### src/rtl/ps2_pointer_decoder.sv
// Receive-only PS/2 pointer decoder: synchronizes and filters the device clock,
// frames 11-bit bytes, assembles 3-byte packets into sign-magnitude screen deltas.
module ps2_pointer_decoder #(
    parameter int FILTER_LEN     = 8,
    parameter int TIMEOUT_CYCLES = 100000
) (
    input  logic       clock,
    input  logic       reset,
    input  logic       ps2_clk,
    input  logic       ps2_data,
    output logic       pointer_ready,
    output logic [8:0] pointer_delta_x,
    output logic [8:0] pointer_delta_y,
    output logic       pointer_select,
    output logic       frame_error
);
    localparam int FW = $clog2(FILTER_LEN + 1);
    localparam int TW = $clog2(TIMEOUT_CYCLES + 1);

    typedef enum logic [1:0] {IDLE, DATA, PARITY, STOP} byteState_t;

    logic [1:0]    clkSync_q, dataSync_q;
    logic          filtClk_q, filtClk_d;
    logic [FW-1:0] filtCnt_q, filtCnt_d;
    logic [TW-1:0] timeCnt_q;
    byteState_t    state_q;
    logic [2:0]    bitCnt_q;
    logic [7:0]    shift_q, status_q, xByte_q;
    logic          parity_q, prevLeft_q;
    logic [1:0]    idx_q;
    logic          strobe, sampledData, byteOk, expired, busy;
    logic [7:0]    xMag_d, yMag_d;

    function automatic logic [7:0] magOf(input logic sign, input logic [7:0] low, input logic ovf);
        logic [8:0] v;
        logic [8:0] a;
        v = {sign, low};
        a = sign ? (~v + 9'd1) : v;
        if (ovf || a[8]) return 8'hFF;
        return a[7:0];
    endfunction

    always_ff @(posedge clock or posedge reset) begin
        if (reset) begin
            clkSync_q  <= 2'b11;
            dataSync_q <= 2'b11;
        end else begin
            clkSync_q  <= {clkSync_q[0], ps2_clk};
            dataSync_q <= {dataSync_q[0], ps2_data};
        end
    end

    // The filtered clock flips only on the FILTER_LEN-th consecutive differing sample.
    always_comb begin
        filtClk_d = filtClk_q;
        filtCnt_d = '0;
        if (clkSync_q[1] != filtClk_q) begin
            if (filtCnt_q == FW'(FILTER_LEN - 1)) filtClk_d = clkSync_q[1];
            else filtCnt_d = filtCnt_q + 1'b1;
        end
    end

    assign strobe      = filtClk_q & ~filtClk_d;
    assign sampledData = dataSync_q[1];
    assign byteOk      = (^{shift_q, parity_q}) & sampledData;
    assign expired     = (timeCnt_q == TW'(TIMEOUT_CYCLES));
    assign busy        = (state_q != IDLE) || (idx_q != 2'd0);
    assign xMag_d      = magOf(status_q[4], xByte_q, status_q[6]);
    assign yMag_d      = magOf(status_q[5], shift_q, status_q[7]);

    always_ff @(posedge clock or posedge reset) begin
        if (reset) begin
            filtClk_q <= 1'b1;
            filtCnt_q <= '0;
            timeCnt_q <= '0;
        end else begin
            filtClk_q <= filtClk_d;
            filtCnt_q <= filtCnt_d;
            if (strobe) timeCnt_q <= '0;
            else if (!expired) timeCnt_q <= timeCnt_q + 1'b1;
        end
    end

    // Byte framing and packet assembly; a timeout abandons any partial work.
    always_ff @(posedge clock or posedge reset) begin
        if (reset) begin
            state_q         <= IDLE;
            bitCnt_q        <= '0;
            shift_q         <= '0;
            parity_q        <= 1'b0;
            status_q        <= '0;
            xByte_q         <= '0;
            idx_q           <= '0;
            prevLeft_q      <= 1'b0;
            pointer_ready   <= 1'b0;
            pointer_select  <= 1'b0;
            frame_error     <= 1'b0;
            pointer_delta_x <= '0;
            pointer_delta_y <= '0;
        end else begin
            pointer_ready  <= 1'b0;
            pointer_select <= 1'b0;
            frame_error    <= 1'b0;
            if (expired && busy) begin
                state_q <= IDLE;
                idx_q   <= '0;
            end else if (strobe) begin
                case (state_q)
                    IDLE: begin
                        if (!sampledData) begin
                            state_q  <= DATA;
                            bitCnt_q <= '0;
                        end
                    end
                    DATA: begin
                        shift_q  <= {sampledData, shift_q[7:1]};
                        bitCnt_q <= bitCnt_q + 1'b1;
                        if (bitCnt_q == 3'd7) state_q <= PARITY;
                    end
                    PARITY: begin
                        parity_q <= sampledData;
                        state_q  <= STOP;
                    end
                    STOP: begin
                        state_q <= IDLE;
                        if (!byteOk) begin
                            frame_error <= 1'b1;
                            idx_q       <= '0;
                        end else begin
                            case (idx_q)
                                2'd0: begin
                                    if (shift_q[3]) begin
                                        status_q <= shift_q;
                                        idx_q    <= 2'd1;
                                    end
                                end
                                2'd1: begin
                                    xByte_q <= shift_q;
                                    idx_q   <= 2'd2;
                                end
                                default: begin
                                    // Device +Y is up; screen sign bit marks upward motion.
                                    pointer_delta_x <= {status_q[4] && (xMag_d != 8'd0), xMag_d};
                                    pointer_delta_y <= {!status_q[5] && (yMag_d != 8'd0), yMag_d};
                                    pointer_ready   <= 1'b1;
                                    pointer_select  <= status_q[0] & ~prevLeft_q;
                                    prevLeft_q      <= status_q[0];
                                    idx_q           <= '0;
                                end
                            endcase
                        end
                    end
                    default: state_q <= IDLE;
                endcase
            end
        end
    end
endmodule

### config.mk
export PLATFORM = sky130hd
export DESIGN_NAME = ps2_pointer_decoder
export DESIGN_NICKNAME = d
export VERILOG_FILES = /design/src/rtl/ps2_pointer_decoder.sv
export SDC_FILE = /design/constraint.sdc
export NUM_CORES = 1
export LEC_CHECK = 0
export BUFFER_PORTS_ARGS = -buffer_cell sky130_fd_sc_hd__buf_4
export CAP_MARGIN = 30
export CORE_MARGIN = 5
export CORE_UTILIZATION = 50
export DETAILED_ROUTE_END_ITERATION = 7
export HOLD_SLACK_MARGIN = 0.05
export MAX_ROUTING_LAYER = met4
export PLACE_DENSITY = 0.72
export SLEW_MARGIN = 5
export SYNTH_ARGS = -nofsm -noshare
export SYNTH_HDL_FRONTEND = slang
export SYNTH_SLANG_ARGS = --single-unit
### constraint.sdc
create_clock -name clock -period 6 [get_ports clock]
set_clock_uncertainty 0.15 [all_clocks]
set_input_delay 1.2 -clock clock [delete_from_list [all_inputs] [get_ports clock]]
set_output_delay 1.2 -clock clock [all_outputs]
set_load 0.01 [all_outputs]
==> flow_summary.yaml <==
final_layout:
  area_growth_pct: 11.5
  final_common_cell: "dfrtp_1"
  final_cell_mix: "dfrtp_1 (72), nor2_1 (28), nand2_1 (28)"
  num-nets-final: 425
  n_antenna_cell: 0
  drive_gt1_frac: 0.153
clock_tree:
  cts_tree: "yes"
  cts_sinks: 77
  cts_resized: 0
  cts_buffers: 9
  cts_setup_buffers: 0
  cts-root-buf: "clkbuf_8"
  cts_max_path_buffers: 2
  htree_levels: 3
  clk_pin_slew_ps: 80
  insertion_delay_ps: 350
  cts.hold.buffers_added: 0
critical_path:
  cp.arrival_ps: 3170
  worstPathBufferInverterCount: 0
  path_depth: 6
  start_kind: "flip-flop"
  critPathTopFamily: "simple AND/OR/NAND/NOR gates"
  worstPathCellList: "ha_1, and3b_1, and2_1, o211ai_1, or4b_4, mux2_4"
  cp-end-kind: "flip-flop"
  cp_max_fo: 22
  crit_slowest_cell: "or4b_4"
  required_ps: 6090
  rr_worst_depth: 6
  critical-path-max-stage-delay_ps: 670
  crit_type: "reg2reg"
placement:
  numPortBuffers: 24
  hpwl_um: 5310
  gp_congestion: 0.826
timing:
  worstMarginPinSlew_ps: 811
  period_needed_ps: 3080
  hold_ws_ps: 209
  tns_ps: 0
  drv_slew: 0
  fmax_ghz: 0.325
  setup_violations: 0
  finalCritPeriodShare: 0.513
  rsz0062_at_grt: "false"
  relSlewSlack: 0.452
  final_hold_viol_count: 0
floorplan:
  pin_count: 25
  rows: 32
  core_um2: 7730
  initial_core_util: 0.511
  die_area_um2: 9780
  die_w_um: 98.9
  die_h_um: 98.9
grt:
  first_global_vias: 2812
  met3_usage: 0.0517
  grt_max_degree: 39
  grt_usage: 0.168
  grt-ovfl-total: 0
  busiest_layer: "met2"
  grt_pass1_wl_um: 12900
  antenna_found_initial: 0
  use_met2: 0.272
  grt_use_met1: 0.197
drt:
  wl_um: 7430
  drc_errors: 0
  first_pass_iters: 4
  drtIter0Drc: 86
  ant_nets: 0
  wire_per_inst_um: 14.4
  vias_per_cell: 5.52
  num_vias: 2838
synth:
  synth_nets: 401
  synth-main-ff-cell: "dfrtp_1"
  synth_area_per_cell_um2: 10.3
  netlist_instances: 383
  syn_area_um2: 3950
  yosysSeqAreaShare: 0.489
  synth_edf_count: 0
  synth_warnings: 0
  synth-seq-cells: 77
  synth_cell_types: 53
  synth_async_sr_flop_share: 1.00
min_path:
  whs_path_depth: 0
  hp-class: "reg2reg"
power:
  peakVddDrop_uv: 106
  powerDensity_nw_per_um2: 228
  cellLeakagePower_nw: 2.08
  total_power_mw: 1.00
flow_run:
  max_cap_viol_count: 0
outcome:
  outcome: "completed"
==> kinds of logic (layout without fill, tap and decap cells) <==
| group | after synthesis | count (layout) | synth area share |
|---|---|---|---|
| flops | 77 | 77 | 0.489 |
| fa+ha+maj | 14 | 14 | 0.0443 |
| mux | 22 | 22 | 0.0659 |
| simple gates | 123 | 123 | 0.173 |
| xor+xnor | 26 | 26 | 0.0630 |
| compound gates | 79 | 79 | 0.121 |
| buf+inv | 42 | 71 | 0.0434 |
==> worst paths after layout <==
check | endpoint | start | slack [ps]
hold reg to reg | dataSync_q[1] | dataSync_q[0] | 210
hold / removal | dataSync_q[1] | dataSync_q[0] | 210
setup reg to reg | xByte_q[2] | filtCnt_q[0] | 2920
min in group asynchronous | pointer_delta_y[6] | reset | 680
setup / recovery | xByte_q[2] | filtCnt_q[0] | 2920
max in group asynchronous | frame_error | reset | 4070
==> report_power, final <==
part / total [mW] / switching (mW) / leakage [nW] / internal, mW
registers: 0.579 / 0.0292 / 1.04 / 0.550
clock network: 0.353 / 0.191 / 0.0939 / 0.162
logic: 0.0703 / 0.0368 / 0.941 / 0.0335
total: 1.00 / 0.257 / 2.08 / 0.746
==> synth_stat cells (7+ instances only) <==
library cell	n	area (um2)
nand3_1	8	40.0
o31ai_1	7	52.6
inv_1	26	97.6
o21ai_0	20	100
xnor2_1	15	131
a21oi_1	21	105
dfrtp_1	72	1800
ha_1	14	175
mux2i_1	8	80.1
xor2_1	9	78.8
clkbuf_1	11	41.3
nand2_1	28	105
nor3_1	7	35.0
nor2_1	28	105
a21o_1	8	60.1
==> registers in the layout, indices dropped and copies added, names as in the netlist, 2 cells and up <==
signal / count
timeCnt_q: 17
pointer_delta_x: 9
pointer_delta_y: 9
shift_q: 8
xByte_q: 8
status_q: 5
filtCnt_q: 4
bitCnt_q: 3
clkSync_q: 2
dataSync_q: 2
idx_q: 2
state_q: 2
==> layout make-up <==
type / instances / area (um2)
clock buffers: 11 / 141
clock inverters: 5 / 32.5
fillers: 694 / 3320
inverters: 27 / 101
multi-input cells: 264 / 1850
flip-flops and latches: 77 / 1930
well taps: 102 / 128
repair buffers: 28 / 223
==> worst reg2reg max path: stages (launching register included) <==
cell      delay (ps)
dfrtp_1          370
ha_1             200
and3b_1          270
and2_1           640
o211ai_1         340
or4b_4           670
mux2_4           340
==> per-stage QoR <==
stage | utilization | instances | setup WS [ps] | area [um2]
2_1_floorplan | - | 383 | 2690 | 3950
3_3_place_gp | 0.545 | 497 | 2960 | 4210
3_5_place_dp | 0.547 | 498 | 2880 | 4230
4_1_cts | 0.570 | 514 | 2900 | 4400
5_1_grt | 0.570 | 514 | 2710 | 4400
6_report | 0.570 | 514 | 2920 | 4400
==> layer usage <==
metal	vias to the layer above	wire, um
met2	59	3770
met1	1378	3190
met4	0	92
met3	11	382
met5	-	0
li1	1390	-
No activity file was read; power rests on OpenSTA's default activity.
